[config.mk]
export PLATFORM = sky130hd
export DESIGN_NAME = obi_wb_arbiter_bridge
export DESIGN_NICKNAME = d
export VERILOG_FILES = /design/src/rtl/obi_wb_arbiter_bridge.sv
export SDC_FILE = /design/constraint.sdc
export NUM_CORES = 1
export LEC_CHECK = 0
export BUFFER_PORTS_ARGS = -buffer_cell sky130_fd_sc_hd__buf_4
export CORE_MARGIN = 10
export CORE_UTILIZATION = 41
export DETAILED_ROUTE_END_ITERATION = 10
export GPL_TIMING_DRIVEN = 0
export PLACE_DENSITY_LB_ADDON = 0.1
export SYNTH_ARGS = -nofsm -noshare
export SYNTH_HDL_FRONTEND = slang
export SYNTH_SLANG_ARGS = --single-unit
[constraint.sdc]
create_clock -name clk -period 4.5 [get_ports clk]
set_input_delay 0.9 -clock clk [delete_from_list [all_inputs] [get_ports clk]]
set_output_delay 0.9 -clock clk [all_outputs]
set_load 0.005 [all_outputs]
[src/rtl/obi_wb_arbiter_bridge.sv]
// Arbitrates N OBI request ports onto one Wishbone classic master port, one transfer in flight.
// A watchdog turns a missing ack into an OBI error response so the requesting core cannot hang.
module obi_wb_arbiter_bridge #(
  parameter int NUM_MASTERS = 2,
  parameter int ADDR_WIDTH  = 32,
  parameter int DATA_WIDTH  = 32,
  parameter int ARB_MODE    = 0,
  parameter int TIMEOUT     = 1024,
  parameter logic [DATA_WIDTH-1:0] ERR_RDATA = 32'hDEAD_BEEF
) (
  input  logic                                 clk,
  input  logic                                 rst,
  input  logic [NUM_MASTERS-1:0]               obi_req_i,
  output logic [NUM_MASTERS-1:0]               obi_gnt_o,
  input  logic [NUM_MASTERS*ADDR_WIDTH-1:0]    obi_addr_i,
  input  logic [NUM_MASTERS-1:0]               obi_we_i,
  input  logic [NUM_MASTERS*DATA_WIDTH/8-1:0]  obi_be_i,
  input  logic [NUM_MASTERS*DATA_WIDTH-1:0]    obi_wdata_i,
  output logic [NUM_MASTERS-1:0]               obi_rvalid_o,
  output logic [DATA_WIDTH-1:0]                obi_rdata_o,
  output logic                                 obi_err_o,
  output logic                                 wb_cyc_o,
  output logic                                 wb_stb_o,
  output logic                                 wb_we_o,
  output logic [DATA_WIDTH/8-1:0]              wb_sel_o,
  output logic [ADDR_WIDTH-1:0]                wb_addr_o,
  output logic [DATA_WIDTH-1:0]                wb_data_o,
  input  logic [DATA_WIDTH-1:0]                wb_data_i,
  input  logic                                 wb_ack_i
);

  localparam int BE_W  = DATA_WIDTH / 8;
  localparam int IDX_W = (NUM_MASTERS > 1) ? $clog2(NUM_MASTERS) : 1;
  localparam int WD_W  = (TIMEOUT > 0) ? $clog2(TIMEOUT + 1) : 1;

  localparam logic [1:0] ST_IDLE   = 2'd0;
  localparam logic [1:0] ST_ACTIVE = 2'd1;
  localparam logic [1:0] ST_RESP   = 2'd2;

  // Handshake: a master holds req until it sees gnt in the same cycle; the
  // response is a single-cycle rvalid to the owner, and rdata/err stay stable after it.
  logic [1:0]             state;
  logic [IDX_W-1:0]       owner;
  logic [IDX_W-1:0]       rr_ptr;
  logic [WD_W-1:0]        wd_cnt;
  logic [ADDR_WIDTH-1:0]  lat_addr;
  logic                   lat_we;
  logic [BE_W-1:0]        lat_be;
  logic [DATA_WIDTH-1:0]  lat_wdata;
  logic [DATA_WIDTH-1:0]  rdata_q;
  logic                   err_q;

  logic                   any_req;
  logic                   rr_found;
  logic [IDX_W-1:0]       winner;
  logic [IDX_W:0]         rr_sum;
  logic [IDX_W:0]         ptr_nxt;
  logic [2*NUM_MASTERS-1:0] req_rot;
  logic [ADDR_WIDTH-1:0]  sel_addr;
  logic                   sel_we;
  logic [BE_W-1:0]        sel_be;
  logic [DATA_WIDTH-1:0]  sel_wdata;

  // Round-robin rotates the request vector so bit 0 is the pointer position.
  always_comb begin
    any_req  = |obi_req_i;
    winner   = '0;
    rr_found = 1'b0;
    rr_sum   = '0;
    req_rot  = {obi_req_i, obi_req_i} >> rr_ptr;
    if (ARB_MODE == 0) begin
      for (int i = 0; i < NUM_MASTERS; i++) begin
        if (obi_req_i[i]) winner = IDX_W'(i);
      end
    end else begin
      for (int i = 0; i < NUM_MASTERS; i++) begin
        if (!rr_found && req_rot[i]) begin
          rr_found = 1'b1;
          rr_sum   = {1'b0, rr_ptr} + (IDX_W+1)'(i);
          if (rr_sum >= (IDX_W+1)'(NUM_MASTERS))
            rr_sum = rr_sum - (IDX_W+1)'(NUM_MASTERS);
          winner = rr_sum[IDX_W-1:0];
        end
      end
    end
    ptr_nxt = {1'b0, winner} + (IDX_W+1)'(1);
    if (ptr_nxt >= (IDX_W+1)'(NUM_MASTERS)) ptr_nxt = '0;
  end

  always_comb begin
    sel_addr  = '0;
    sel_we    = 1'b0;
    sel_be    = '0;
    sel_wdata = '0;
    for (int i = 0; i < NUM_MASTERS; i++) begin
      if (winner == IDX_W'(i)) begin
        sel_addr  = obi_addr_i[i*ADDR_WIDTH +: ADDR_WIDTH];
        sel_we    = obi_we_i[i];
        sel_be    = obi_be_i[i*BE_W +: BE_W];
        sel_wdata = obi_wdata_i[i*DATA_WIDTH +: DATA_WIDTH];
      end
    end
  end

  always_ff @(posedge clk or posedge rst) begin
    if (rst) begin
      state     <= ST_IDLE;
      owner     <= '0;
      rr_ptr    <= '0;
      wd_cnt    <= '0;
      lat_addr  <= '0;
      lat_we    <= 1'b0;
      lat_be    <= '0;
      lat_wdata <= '0;
      rdata_q   <= '0;
      err_q     <= 1'b0;
    end else begin
      case (state)
        ST_IDLE: begin
          if (any_req) begin
            owner     <= winner;
            lat_addr  <= sel_addr;
            lat_we    <= sel_we;
            lat_be    <= sel_be;
            lat_wdata <= sel_wdata;
            wd_cnt    <= '0;
            if (ARB_MODE != 0) rr_ptr <= ptr_nxt[IDX_W-1:0];
            state     <= ST_ACTIVE;
          end
        end
        ST_ACTIVE: begin
          // Ack has priority over a watchdog expiring in the same cycle.
          if (wb_ack_i) begin
            rdata_q <= lat_we ? '0 : wb_data_i;
            err_q   <= 1'b0;
            state   <= ST_RESP;
          end else if (TIMEOUT != 0 && wd_cnt == WD_W'(TIMEOUT - 1)) begin
            rdata_q <= ERR_RDATA;
            err_q   <= 1'b1;
            state   <= ST_RESP;
          end else begin
            wd_cnt <= wd_cnt + WD_W'(1);
          end
        end
        ST_RESP: state <= ST_IDLE;
        default: state <= ST_IDLE;
      endcase
    end
  end

  // Grant is combinational from IDLE and forced low while reset is held.
  always_comb begin
    obi_gnt_o    = '0;
    obi_rvalid_o = '0;
    for (int i = 0; i < NUM_MASTERS; i++) begin
      obi_gnt_o[i]    = !rst && state == ST_IDLE && any_req && winner == IDX_W'(i);
      obi_rvalid_o[i] = state == ST_RESP && owner == IDX_W'(i);
    end
  end

  assign wb_cyc_o    = (state == ST_ACTIVE);
  assign wb_stb_o    = (state == ST_ACTIVE);
  assign wb_we_o     = lat_we;
  assign wb_sel_o    = lat_be;
  assign wb_addr_o   = lat_addr;
  assign wb_data_o   = lat_wdata;
  assign obi_rdata_o = rdata_q;
  assign obi_err_o   = err_q;

endmodule

### Word level (Yosys, flattened, before mapping)

Cells that the tools add are included.

* reduce and logical (&&, ||, !) cells: 15
* equal/unequal tests: 7
* muxes and demuxes: 18
* add/subtract/negate cells: 1
* bitwise operators: 2

Operator list (count)
* 32-bit two-way mux: 5
* 11-bit two-way mux: 3
* 11-bit one-hot mux with 2 select lines: 1
* 11-bit by 1-bit adder with 11-bit output (second input constant): 1
* 11-bit by 10-bit == test with 1-bit output (second input constant): 1
* 1-bit logical AND: 6
* 2-bit two-way mux: 3
* 2-bit inequality test (second input constant): 3
* 2-bit AND reduction: 3
* 1-bit two-way mux: 4
* 4-bit two-way mux: 1
* 2-bit one-hot mux with 2 select lines: 1
* 4-bit AND reduction: 1
* 2-bit nonzero test: 2
* 3-bit by 1-bit inequality test with 1-bit output (second input constant): 1
* 2-bit by 1-bit == test with 1-bit output (second input constant): 1
* 2-bit == test (second input constant): 1
* 2-bit zero test: 1
* 1-bit NOT: 2
* 2-bit OR reduction: 1
* 1-bit zero test: 1

* input port bits: 175
* output and inout bits: 108
* register bits after elaboration: 116

### Depth between registers and ports, before layout

* depth after elaboration: 4
* gate-level depth with buffers: 7

### Worst setup path after synthesis

OpenSTA, ideal clock, no wires.

* kind: input port to output port
* start: input rst
* end: output obi_gnt_o[1]
* stages: 2
* slack: -0.138 ns
* buffers on the path: 0
* data arrival time: 3.738 ns
* path through: inv_1 -> and3_1

* cells in the longest elaborated chain, start to end: 4

Ends and longest elaborated chain
* start: declaration: line 12 `input logic rst,`
* 1-bit zero test: line 156 `obi_gnt_o[i] = !rst && state == ST_IDLE && any_req && winner == IDX_W'(i);`
* 1-bit logical AND (3 in a row): line 156
* end: declaration: line 14 `output logic [NUM_MASTERS-1:0] obi_gnt_o,`

Every way passes these cells.

### Final worst setup path

* start: input obi_req_i[1]
* end: output obi_gnt_o[0]

* cells in the longest elaborated chain, start to end: 3

Ends and longest elaborated chain
* start: declaration: line 13 `input logic [NUM_MASTERS-1:0] obi_req_i,`
* 2-bit OR reduction or 1-bit two-way mux (tied branches): line 66, 73
* 1-bit logical AND or 1-bit NOT (tied branches): line 156
* 1-bit logical AND (*): line 156

Every way passes the cells marked *; elsewhere a longest branch is shown, timed or not.

==> impl_results.rst <==
.. list-table::
   :header-rows: 1

   * - Metric
     - Value
   * - Path class of the lowest-slack min-delay path
     - flip-flop to flip-flop
   * - Post-route minimum period
     - 3.36 ns
   * - Rows
     - 41
   * - Worst reg2reg path depth
     - 5
   * - TritonCTS buffer count
     - 17
   * - Actual transition at the worst max-transition pin
     - 0.751 ns
   * - Port-buffer cells
     - 282
   * - Cell type of the slowest stage on the worst timing path
     - sky130_fd_sc_hd__o21ai_1
   * - Final worst-path cycle share
     - 74.8%
   * - Reg-to-reg setup timing slack
     - 2.52 ns
   * - Global-route wire length before repair
     - 29500 µm
   * - Clock tree buffer depth
     - 2
   * - Gp weighted congestion
     - 0.838
   * - Final worst-path setup slack
     - 1.14 ns
   * - Final nets
     - 965
   * - Dominant delay contributor by cell family on the critical path
     - buffers and inverters
   * - Max rail drop VDD
     - 0.290 mV
   * - Number of fill cells
     - 1029
   * - Fraction of registers with async set or reset after synthesis
     - 100%
   * - Syn. warnings
     - 0
   * - Post-synthesis net count
     - 661
   * - Synthesized instance count
     - 485
   * - Detailed-route wire length
     - 19100 µm
   * - R2R Path Start
     - wd_cnt[0]$_DFFE_PP0P_
   * - Insertion delay to the later sink of the worst-skew pair
     - 0.40 ns
   * - Reported leakage power
     - 4.29 nW
   * - Fraction of layout cells with a size suffix above 1
     - 44.6%
   * - Floorplan die height
     - 134 µm
   * - Pin count of the biggest net entering global routing
     - 36
   * - H-Tree Level Count
     - 4
   * - Post-CTS resize count
     - 0
   * - Routed via count
     - 4897
   * - Startpoint of the most critical hold path
     - wb_data_o[7]$_DFFE_PP0P_
   * - Sequential fraction of the synthesis area
     - 54.4%
   * - CTS Hold Buffers Added
     - 0
   * - Average detailed-routed wire length per instance
     - 19.6 µm
   * - Dominant synthesized flop cell
     - sky130_fd_sc_hd__dfrtp_1
   * - CTS tree
     - built
   * - Worst max-slew margin expressed relative to the limit
     - 49.6%
   * - Largest stage delay on the critical path
     - 0.59 ns
   * - Maximum capacitance violations
     - 0
   * - Maximum clock skew at final layout
     - 0.00669 ns
   * - Master cell of the clock root buffer
     - sky130_fd_sc_hd__clkbuf_16
   * - Worst setup path start
     - obi_req_i[1]
   * - Cell area reported after detailed placement
     - 7730 µm²
   * - GRT Resource Usage Total
     - 20.9%
   * - Reg-to-reg critical path endpoint
     - wd_cnt[2]$_DFFE_PP0P_
   * - Die Outline Area
     - 18000 µm²
   * - Clock sink count
     - 116
   * - Final-report hold violation count
     - 0
   * - Synth cell types
     - 42
   * - Final antenna diode count
     - 0
   * - RSZ-0062 raised after global routing
     - false
   * - Critical path start-end classification
     - input port to primary output
   * - Overall power consumption
     - 5.41 mW
   * - Result of the run
     - finished, final reports clean
   * - Clock-pin slew reported for the worst setup and hold paths after clock tree synthesis
     - 0.05 ns
   * - Std-Cell Core Area
     - 12700 µm²
   * - Final antenna-violating net count
     - 0
   * - Top-level I/O count
     - 283
   * - Crit path to
     - obi_gnt_o[0]
   * - Instance count on the critical path
     - 6
   * - Pins over their slew limit
     - 0
   * - DP Worst Slack
     - 1.08 ns
   * - Kind of launch point of the worst setup path
     - input port
   * - Number of enable flip-flop cells after synthesis
     - 0
   * - Number of setup buffers added after CTS
     - 0
   * - Effective utilization at floorplan
     - 42.1%
   * - Data arrival at the endpoint of the critical path
     - 2.46 ns
   * - Crit path cell chain
     - buf_4 > o21ai_1 > buf_2 > buf_2 > nor3_1 > buf_4
   * - Area growth from synthesis to layout
     - 57.4%
   * - P per Cell Area
     - 644 nW/µm²
   * - Highest achievable clock rate
     - 297 MHz
   * - Critical Path End Type
     - primary output
   * - 1st-pass router iterations
     - 4
   * - Summed instance area of the synthesized netlist
     - 5340 µm²
   * - Required time of the critical path
     - 3.60 ns
   * - Avg Synthesized Cell Area
     - 11.0 µm²
   * - DP HPWL
     - 15400 µm
   * - Antenna violations before repair
     - 0
   * - Core Util, Final
     - 66.3%
   * - Number of buffer and inverter instances along the worst setup path
     - 4
   * - Overall overflow remaining after global route
     - 0
   * - Post-synthesis register bit count
     - 116
   * - DR vias/cell
     - 5.03
   * - Count of routing violations after the opening detailed-route iteration
     - 162
   * - Critical Path Fanout Max
     - 10
   * - DRC
     - 0
   * - Vias in the first global route
     - 5407
   * - Post-route cell area
     - 8400 µm²
   * - # setup viols final
     - 0
   * - Width of the die
     - 134 µm
==> final cells by class <==
class	instances	area, µm²	area share [%]
plain buffers	34	176	2.10
clock buffers	20	467	5.55
clock inverters	12	200	2.38
inverters	5	23.8	0.283
multi-input cells	330	2240	26.7
flip-flops and latches	116	2900	34.5
well taps	172	215	2.56
repair buffers	285	2180	25.9
==> logic make-up after synthesis <==
| group | after synthesis | synth area share (%) |
|---|---|---|
| buf+inv | 39 | 3.68 |
| fa+ha+maj | 1 | 0.234 |
| compound gates | 128 | 16.1 |
| mux | 71 | 13.3 |
| simple gates | 130 | 12.2 |
| flops | 116 | 54.4 |
==> cells in the mapped netlist (all sizes together), types with 2 or more instances <==
cell     instances  share of area (%)
dfrtp          116                 54
o21ai           77                7.4
nand2           76                5.3
mux2i           70                 13
nand2b          26                3.0
a2bb2oi         24                4.8
buf             22                2.5
clkbuf          12               0.84
a22o            10                1.6
nand3            8               0.75
a31oi            7               0.82
inv              4               0.28
nor2             4               0.33
nor3             4               0.59
and3             3               0.35
a21oi            2               0.19
a41oi            2               0.33
nand4            2               0.80
nor3b            2               0.37
==> how the worst min path moves through the flow <==
stage | end | slack (ns) | depth (start not counted)
final | wb_data_o[7]$_DFFE_PP0P_ | 0.48 | 2
after global placement | wb_addr_o[1]$_DFFE_PP0P_ | 0.46 | 2
after detailed placement | wb_data_o[7]$_DFFE_PP0P_ | 0.47 | 2
after global routing | obi_rdata_o[8]$_DFFE_PP0P_ | 0.51 | 1
after floorplan | wb_addr_o[0]$_DFFE_PP0P_ | 0.47 | 2
after CTS | wb_data_o[7]$_DFFE_PP0P_ | 0.48 | 2
==> where the power goes <==
| part | internal [mW] | leakage, nW | switching (mW) |
|---|---|---|---|
| clock network | 1.03 | 0.319 | 0.486 |
| registers | 1.52 | 1.43 | 0.298 |
| logic | 1.10 | 2.54 | 0.978 |
==> stage by stage <==
step           hold slack [ns]  setup TNS [ns]  std cells
2_1_floorplan            0.473               0        485
3_3_place_gp             0.464          -0.494        939
3_5_place_dp             0.471               0        942
6_report                 0.476               0        974
4_1_cts                  0.484               0        974
5_1_grt                  0.508               0        974
==> worst register-to-register path, delay by kind of cell (launching register included) <==
kind | cells | cell delay (ns)
AND/OR/NAND/NOR | 1 | 0.19
flip-flops | 1 | 0.43
adder cells (fa/ha/maj) | 1 | 0.31
multiplexers | 2 | 0.50
AO/OA/AOI/OAI | 1 | 0.47
==> state kept, by name, indices dropped and copies added (netlist names) <==
register	count
obi_rdata_o	32
wb_addr_o	32
wb_data_o	32
wd_cnt	11
wb_sel_o	4
state	2
obi_err_o	1
owner	1
wb_we_o	1
==> metal layers <==
| layer | share of wire (%) | routed length [µm] | GRT usage, % |
|---|---|---|---|
| met3 | 9.6 | 1840 | 9.19 |
| met2 | 52 | 9980 | 37.1 |
| met5 | 0 | 0 | 0 |
| met4 | 1.4 | 272 | 6.41 |
| met1 | 37 | 7020 | 21.7 |
==> placed cells by master, fill, tap and decap left out, types with 2 or more instances in the layout <==
| cell type | count |
|---|---|
| sky130_fd_sc_hd__and3_1 | 3 |
| sky130_fd_sc_hd__o21ai_0 | 75 |
| sky130_fd_sc_hd__buf_2 | 18 |
| sky130_fd_sc_hd__inv_2 | 2 |
| sky130_fd_sc_hd__bufinv_16 | 5 |
| sky130_fd_sc_hd__nor2_1 | 3 |
| sky130_fd_sc_hd__nand4_4 | 2 |
| sky130_fd_sc_hd__nand2_1 | 76 |
| sky130_fd_sc_hd__mux2i_1 | 70 |
| sky130_fd_sc_hd__a21oi_1 | 2 |
| sky130_fd_sc_hd__nand3_1 | 8 |
| sky130_fd_sc_hd__clkbuf_8 | 3 |
| sky130_fd_sc_hd__nand2b_1 | 26 |
| sky130_fd_sc_hd__a22o_1 | 10 |
| sky130_fd_sc_hd__a31oi_1 | 7 |
| sky130_fd_sc_hd__clkbuf_16 | 17 |
| sky130_fd_sc_hd__buf_12 | 3 |
| sky130_fd_sc_hd__clkinv_2 | 3 |
| sky130_fd_sc_hd__a2bb2oi_2 | 7 |
| sky130_fd_sc_hd__a2bb2oi_1 | 17 |
| sky130_fd_sc_hd__a41oi_1 | 2 |
| sky130_fd_sc_hd__clkinvlp_4 | 4 |
| sky130_fd_sc_hd__nor3_1 | 3 |
| sky130_fd_sc_hd__buf_4 | 283 |
| sky130_fd_sc_hd__dfrtp_1 | 116 |
| sky130_fd_sc_hd__buf_6 | 3 |
| sky130_fd_sc_hd__clkbuf_1 | 12 |
Note: power is estimated with default switching activity, not from simulation.
